===== config.mk =====
export PLATFORM = sky130hd
export DESIGN_NAME = rename_ckpt_unit
export DESIGN_NICKNAME = d
export VERILOG_FILES = /design/src/rtl/rename_pkg.sv /design/src/rtl/tag_free_list.sv /design/src/rtl/rename_ckpt_unit.sv
export SDC_FILE = /design/constraint.sdc
export NUM_CORES = 2
export LEC_CHECK = 0
export CAP_MARGIN = 20
export CORE_MARGIN = 5
export CORE_UTILIZATION = 60
export CTS_BUF_LIST = sky130_fd_sc_hd__clkbuf_16
export CTS_CLUSTER_DIAMETER = 150
export DETAILED_ROUTE_END_ITERATION = 16
export PLACE_DENSITY = 0.73
export SETUP_SLACK_MARGIN = 0.5
export SLEW_MARGIN = 20
export SYNTH_ARGS = -nofsm -noshare
export SYNTH_HDL_FRONTEND = slang
export SYNTH_HIERARCHICAL = 1
export SYNTH_SLANG_ARGS = --single-unit

===== constraint.sdc =====
create_clock -name clk -period 10.7 [get_ports clk]
set_clock_uncertainty 0.2 [all_clocks]
set_input_delay 3.21 -clock clk [delete_from_list [all_inputs] [get_ports clk]]
set_output_delay 3.21 -clock clk [all_outputs]
set_load 0.02 [all_outputs]

===== src/rtl/rename_pkg.sv =====
// rtl/rename_pkg.sv - shared sizes, rename table entry and checkpoint types
package rename_pkg;

  localparam int NUM_REGS = 32;
  localparam int NUM_TAGS = 64;
  localparam int NUM_CKPT = 4;

  function automatic int tag_width(input int num_tags);
    return $clog2(num_tags);
  endfunction

  function automatic int reg_width(input int num_regs);
    return $clog2(num_regs);
  endfunction

  localparam int TAG_W  = tag_width(NUM_TAGS);
  localparam int REG_W  = reg_width(NUM_REGS);
  localparam int CKPT_W = $clog2(NUM_CKPT);

  typedef struct packed {
    logic             valid;
    logic [TAG_W-1:0] tag;
  } rst_entry_t;

  typedef struct packed {
    rst_entry_t [NUM_REGS-1:0] map;
    logic [TAG_W:0]            rptr;
  } ckpt_t;

  // A broadcast tag makes a pending mapping ready; other entries are untouched.
  function automatic rst_entry_t cdb_clear(input rst_entry_t e, input logic v,
                                           input logic [TAG_W-1:0] t);
    rst_entry_t r;
    r = e;
    if (v && e.valid && (e.tag == t)) r.valid = 1'b0;
    return r;
  endfunction

  function automatic ckpt_t ckpt_clear(input ckpt_t c, input logic v,
                                       input logic [TAG_W-1:0] t);
    ckpt_t r;
    r = c;
    for (int i = 0; i < NUM_REGS; i++) r.map[i] = cdb_clear(c.map[i], v, t);
    return r;
  endfunction

endpackage


===== src/rtl/tag_free_list.sv =====
// rtl/tag_free_list.sv - circular free list of physical tags with rptr restore
module tag_free_list
  import rename_pkg::*;
(
  input  logic             clk,
  input  logic             rst,
  input  logic             pop,
  input  logic             push,
  input  logic [TAG_W-1:0] push_tag,
  input  logic             restore,
  input  logic [TAG_W:0]   restore_rptr,
  output logic [TAG_W-1:0] head_tag,
  output logic [TAG_W:0]   rptr,
  output logic [TAG_W:0]   free_count
);

  localparam logic [TAG_W:0] FULL_PTR = (TAG_W+1)'(NUM_TAGS);

  logic [TAG_W-1:0] mem [NUM_TAGS];
  logic [TAG_W:0]   wptr;

  assign head_tag   = mem[rptr[TAG_W-1:0]];
  assign free_count = wptr - rptr;

  // Returned tags land at wptr; a restore rewinds rptr so wrong-path tags are free again.
  always_ff @(posedge clk) begin
    if (rst) begin
      for (int i = 0; i < NUM_TAGS; i++) mem[i] <= TAG_W'(i);
      rptr <= '0;
      wptr <= FULL_PTR;
    end else begin
      if (push) begin
        mem[wptr[TAG_W-1:0]] <= push_tag;
        wptr                 <= wptr + 1'b1;
      end
      if (restore)  rptr <= restore_rptr;
      else if (pop) rptr <= rptr + 1'b1;
    end
  end

endmodule


===== src/rtl/rename_ckpt_unit.sv =====
// rtl/rename_ckpt_unit.sv - register rename unit with branch checkpoints and CDB tag release
module rename_ckpt_unit
  import rename_pkg::*;
(
  input  logic             clk,
  input  logic             rst,
  input  logic [REG_W-1:0] rs1,
  input  logic [REG_W-1:0] rs2,
  output logic [TAG_W-1:0] rs1_tag,
  output logic [TAG_W-1:0] rs2_tag,
  output logic             rs1_tag_valid,
  output logic             rs2_tag_valid,
  input  logic [REG_W-1:0] rd,
  input  logic             alloc_req,
  output logic             alloc_ok,
  output logic [TAG_W-1:0] rd_tag,
  input  logic             cdb_valid,
  input  logic [TAG_W-1:0] cdb_tag,
  input  logic             ckpt_take,
  output logic             ckpt_ok,
  output logic             ckpt_full,
  input  logic             br_resolve,
  input  logic             br_mispredict,
  output logic [TAG_W:0]   free_count
);

  localparam logic [CKPT_W:0] CKPT_DEPTH = (CKPT_W+1)'(NUM_CKPT);

  rst_entry_t status     [NUM_REGS];
  rst_entry_t status_upd [NUM_REGS];
  ckpt_t      ckpt_mem   [NUM_CKPT];
  ckpt_t      snap_new;
  ckpt_t      head_clr;

  logic [CKPT_W:0]   ckpt_head;
  logic [CKPT_W:0]   ckpt_tail;
  logic [CKPT_W:0]   ckpt_count;
  logic [CKPT_W-1:0] head_idx;
  logic [CKPT_W-1:0] tail_idx;
  logic              ckpt_empty;
  logic              mispredict_in;
  logic              do_mis;
  logic              do_pop;
  logic              do_push;
  logic [TAG_W:0]    fl_rptr;

  assign ckpt_count = ckpt_tail - ckpt_head;
  assign head_idx   = ckpt_head[CKPT_W-1:0];
  assign tail_idx   = ckpt_tail[CKPT_W-1:0];
  assign ckpt_empty = (ckpt_count == '0);
  assign ckpt_full  = (ckpt_count == CKPT_DEPTH);

  assign mispredict_in = br_resolve & br_mispredict;
  assign do_mis        = mispredict_in & ~ckpt_empty;
  assign do_pop        = br_resolve & ~br_mispredict & ~ckpt_empty;
  assign do_push       = ckpt_take & ~ckpt_full & ~do_mis;
  assign ckpt_ok       = do_push;

  assign alloc_ok = alloc_req & (rd != '0) & (free_count != '0) & ~mispredict_in;

  assign rs1_tag       = status[rs1].tag;
  assign rs1_tag_valid = status[rs1].valid;
  assign rs2_tag       = status[rs2].tag;
  assign rs2_tag_valid = status[rs2].valid;

  tag_free_list u_free_list (
    .clk          (clk),
    .rst          (rst),
    .pop          (alloc_ok),
    .push         (cdb_valid),
    .push_tag     (cdb_tag),
    .restore      (do_mis),
    .restore_rptr (ckpt_mem[head_idx].rptr),
    .head_tag     (rd_tag),
    .rptr         (fl_rptr),
    .free_count   (free_count)
  );

  // Next table state: CDB clear first, then a same-cycle rename overrides it.
  always_comb begin
    for (int r = 0; r < NUM_REGS; r++) begin
      status_upd[r] = cdb_clear(status[r], cdb_valid, cdb_tag);
      if (alloc_ok && (rd == REG_W'(r))) begin
        status_upd[r].valid = 1'b1;
        status_upd[r].tag   = rd_tag;
      end
    end
  end

  // Snapshot for a new checkpoint and the restore image of the oldest one.
  always_comb begin
    snap_new = '0;
    for (int r = 0; r < NUM_REGS; r++) snap_new.map[r] = status_upd[r];
    snap_new.rptr = fl_rptr + (TAG_W+1)'(alloc_ok);
    head_clr = ckpt_clear(ckpt_mem[head_idx], cdb_valid, cdb_tag);
  end

  // Status table: normal update, or wholesale restore from the oldest checkpoint.
  always_ff @(posedge clk) begin
    for (int r = 0; r < NUM_REGS; r++) begin
      if (rst)         status[r] <= '0;
      else if (do_mis) status[r] <= head_clr.map[r];
      else             status[r] <= status_upd[r];
    end
  end

  // Checkpoint FIFO: snapshots keep seeing CDB clears so a restore is never stale.
  always_ff @(posedge clk) begin
    if (rst) begin
      for (int s = 0; s < NUM_CKPT; s++) ckpt_mem[s] <= '0;
      ckpt_head <= '0;
      ckpt_tail <= '0;
    end else begin
      for (int s = 0; s < NUM_CKPT; s++)
        ckpt_mem[s] <= ckpt_clear(ckpt_mem[s], cdb_valid, cdb_tag);
      if (do_push) ckpt_mem[tail_idx] <= snap_new;
      if (do_mis) begin
        ckpt_tail <= ckpt_head;
      end else begin
        if (do_push) ckpt_tail <= ckpt_tail + 1'b1;
        if (do_pop)  ckpt_head <= ckpt_head + 1'b1;
      end
    end
  end

endmodule


==> results.md <==
- run status: complete, no violations
- total of fill cells in the finished design: 10620
- maxcap violations: 0
- root buffer cell: sky130_fd_sc_hd__clkbuf_16
- Reg power frac: 0.426
- Async SR Flop Fraction: 0
- reported net switching power: 6.960 mW
- internal power: 12.86 mW
- wl on met1: 98.74 mm
- Gates resized, CTS repair: 0
- Comb power frac: 0.292
- wire length of the first global-routing pass: 393.4 mm
- number of routed nets with antenna violations: 0
- IR drop worst, VDD: 0.0002316 V
- die width: 391.2 um
- total clock sinks: 1560
- sequence of cells on the critical path: buf_4 -> mux4_2 -> mux4_2 -> mux2_2 -> clkdlybuf4s50_1
- worst slack, placed: 1.231 ns
- final hold vios: 0
- sequential-to-total area share from yosys stat: 0.5341
- Total Power Consumption: 19.82 mW
- core region area: 144000 sq um
- hold-fix buffer count after cts: 0
- total global routing track utilization: 0.3482
- length of routed met3 wiring: 35.96 mm
- final global-route overflow total: 0
- number of port buffers: 57
- Final TNS setup: 0 ns
- most frequent cells after synthesis: sky130_fd_sc_hd__edfxtp_1 (1532), sky130_fd_sc_hd__nor2_1 (1304), sky130_fd_sc_hd__xor2_1 (592)
- growth of design area from synthesis to finish: 8.465%
- classification of the worst-slack hold path: reg -> reg
- register-to-register setup slack: 5.00 ns
- proportion of layout cells with a drive suffix above 1: 0.1342
- DR DRC count: 0
- number of top-level design ports: 58
- area of the mapped netlist: 87180 sq um
- area of all sequential standard cells: 46580 sq um
- post-synthesis cell count: 6908
- Final Wtd Congestion: 0.9478
- clock power share: 0.282
- Avg Cell Area, Syn: 12.62 sq um
- Largest stage delay, worst path: 0.71 ns
- hpwl dp: 164.2 mm
- Yosys top cell area share: 0.5277
- setup repair after global routing missed its margin: false
- average wire per cell in the routed design: 29.98 um
- effective utilization at floorplan: 0.6054
- clock latency reported for the late side of the worst-skew pair: 0.84 ns
- Via Count: 60020
- most common cell in the synthesized netlist: sky130_fd_sc_hd__edfxtp_1
- fin. max-slew vios: 0
- most common flop cell mapped by yosys: sky130_fd_sc_hd__edfxtp_1
- arrival time of the worst setup path: 6.05 ns
- leak pwr: 31.70 nW
- clock tree from TritonCTS: yes
- total routed wirelength: 267.0 mm
- top post-synthesis cells by area: sky130_fd_sc_hd__edfxtp_1 (53%), sky130_fd_sc_hd__mux4_2 (12%), sky130_fd_sc_hd__xor2_1 (5.9%)
- Synth Warn #: 6
- type of origin of the critical path: input port
- CTS H-tree lvls: 4
- final worst setup slack: 1.241 ns
- initial detailed-routing violation count: 8164
- Critical Path Sink Type: primary output
- max layer used: met5
- area of the die: 153000 sq um
- Slowest-stage cell, CP: sky130_fd_sc_hd__buf_4
- number of distinct library cells after synthesis: 83
- clock slew seen by the registers of the worst setup and hold paths: 0.06 ns
- largest buffer count on any clock path: 3
- number of global-route vias before repair: 59130
- number of antenna violations at the first check in global routing: 17
- number of synthesized flops with an enable pin: 1532
- total met2 wirelength after detailed routing: 120.1 mm
- detailed-route vias per instance: 6.738
- number of core rows: 139
- power density normalized to cell area: 209.6 nW/um^2
- cell type with the highest occurrence count on the critical path: sky130_fd_sc_hd__mux4_2
- Die Y-Extent: 391.2 um
- Worst Path Max Fanout: 56
- peak clock frequency supported by timing: 105.7 MHz
- fraction of power spent switching nets: 0.3512
- required time reported for the critical path endpoint: 7.29 ns
- first-pass iteration count of the detailed router: 6
- layout net count: 6906
- footprint of the multi-input gates: 38630 sq um
- Setup-failing EPs final: 0
- library cell with the largest summed area after synthesis: sky130_fd_sc_hd__edfxtp_1
- number of CTS-inserted buffers: 166
- Tmin final: 9.459 ns
- register bit count reported by yosys: 1560
- category of the most critical setup path: in -> out
- pin slew with the least headroom to its limit: 1.170 ns
- maximum number of pins on one net before global-route repair: 140
- share of the clock period used by the worst path: 0.8840
- Slew headroom: 0.2197
- Setup Fix Bufs, Post-CTS: 0
## metrics by stage
step,cell area (sq um),hold slack [ns],utilization,cells
2_1_floorplan,88020,0.2840,-,7131
3_3_place_gp,89320,0.3408,0.6203,8595
3_5_place_dp,89320,0.3404,0.6203,8595
4_1_cts,94520,0.3474,0.6564,8894
5_1_grt,94540,0.3995,0.6565,8899
6_report,94560,0.3506,0.6566,8907
## critical path: cells and delay by family
kind / cells / cell delay [ns]
mux: 3 / 1.50
buf+inv: 2 / 1.28
## layout make-up
| class | instances | area share |
|---|---|---|
| Clock inverter | 133 | 0.01105 |
| Timing Repair Buffer | 159 | 0.01690 |
| Antenna cell | 13 | 0.0003440 |
| Multi-Input combinational cell | 4945 | 0.4085 |
| Tap cell | 1903 | 0.02518 |
| Inverter | 28 | 0.001442 |
| Clock buffer | 166 | 0.04393 |
| Sequential cell | 1560 | 0.4926 |
## power by group through the flow
| stage | clock network [mW] | logic, mW | registers (mW) |
|---|---|---|---|
| finish | 5.59 | 5.79 | 8.44 |
| detailed placement | 0 | 5.65 | 8.52 |
| global route | 5.88 | 6.07 | 8.48 |
| floorplan | 0 | 4.05 | 8.11 |
| global placement | 0 | 5.58 | 8.49 |
| CTS | 5.62 | 5.68 | 8.40 |
## layer usage
metal | up-vias | track usage
met3 | 685 | 0.1003
met5 | - | 0
li1 | 25100 | -
met4 | 8 | 0.1391
met1 | 30230 | 0.4813
met2 | 3988 | 0.5266
## final timing paths
| path | startpoint | endpoint | cells past startpoint |
|---|---|---|---|
| hold reg to reg | ckpt_head[1] | ckpt_tail[1] | 2 |
| setup reg to reg | u_free_list/wptr[0] | status[8][5] | 15 |
| setup / recovery | rs2[0] | rs2_tag[2] | 5 |
| hold / removal | ckpt_head[1] | ckpt_tail[1] | 2 |
## kinds of logic after synthesis
kind of cell | count (synthesis) | synth area share
AO/OA/AOI/OAI | 487 | 0.03944
XOR/XNOR | 1177 | 0.1183
adder cells (fa/ha/maj) | 18 | 0.002669
buffers and inverters | 626 | 0.03388
flip-flops | 1560 | 0.5341
multiplexers | 728 | 0.1495
other | 1 | 0.00004301
AND/OR/NAND/NOR | 2311 | 0.1220
## flip-flops by register name, indices dropped and copies added (netlist names), named ones only
| name | count |
|---|---|
| ckpt_head | 3 |
| ckpt_mem | 924 |
| ckpt_tail | 3 |
| status | 224 |
| u_free_list/mem | 384 |
| u_free_list/rptr | 7 |
| u_free_list/wptr | 7 |
## layout by cell type, fill, tap and decap left out, drive strengths merged, types with 59 or more instances in the layout
cell type	netlist	layout
nand2	188	188
nand3	180	180
clkinv	0	68
conb	1	224
nor3	147	147
mux4	450	450
inv	28	80
nor2	1321	1321
edfxtp	1532	1532
mux2i	260	260
nand4	182	182
o21ai	75	75
a211oi	192	192
o41ai	79	79
buf	323	113
a21oi	59	59
xor2	592	592
clkbuf	274	167
and2	67	67
xnor2	585	585
(Power assumes the default switching activity.)
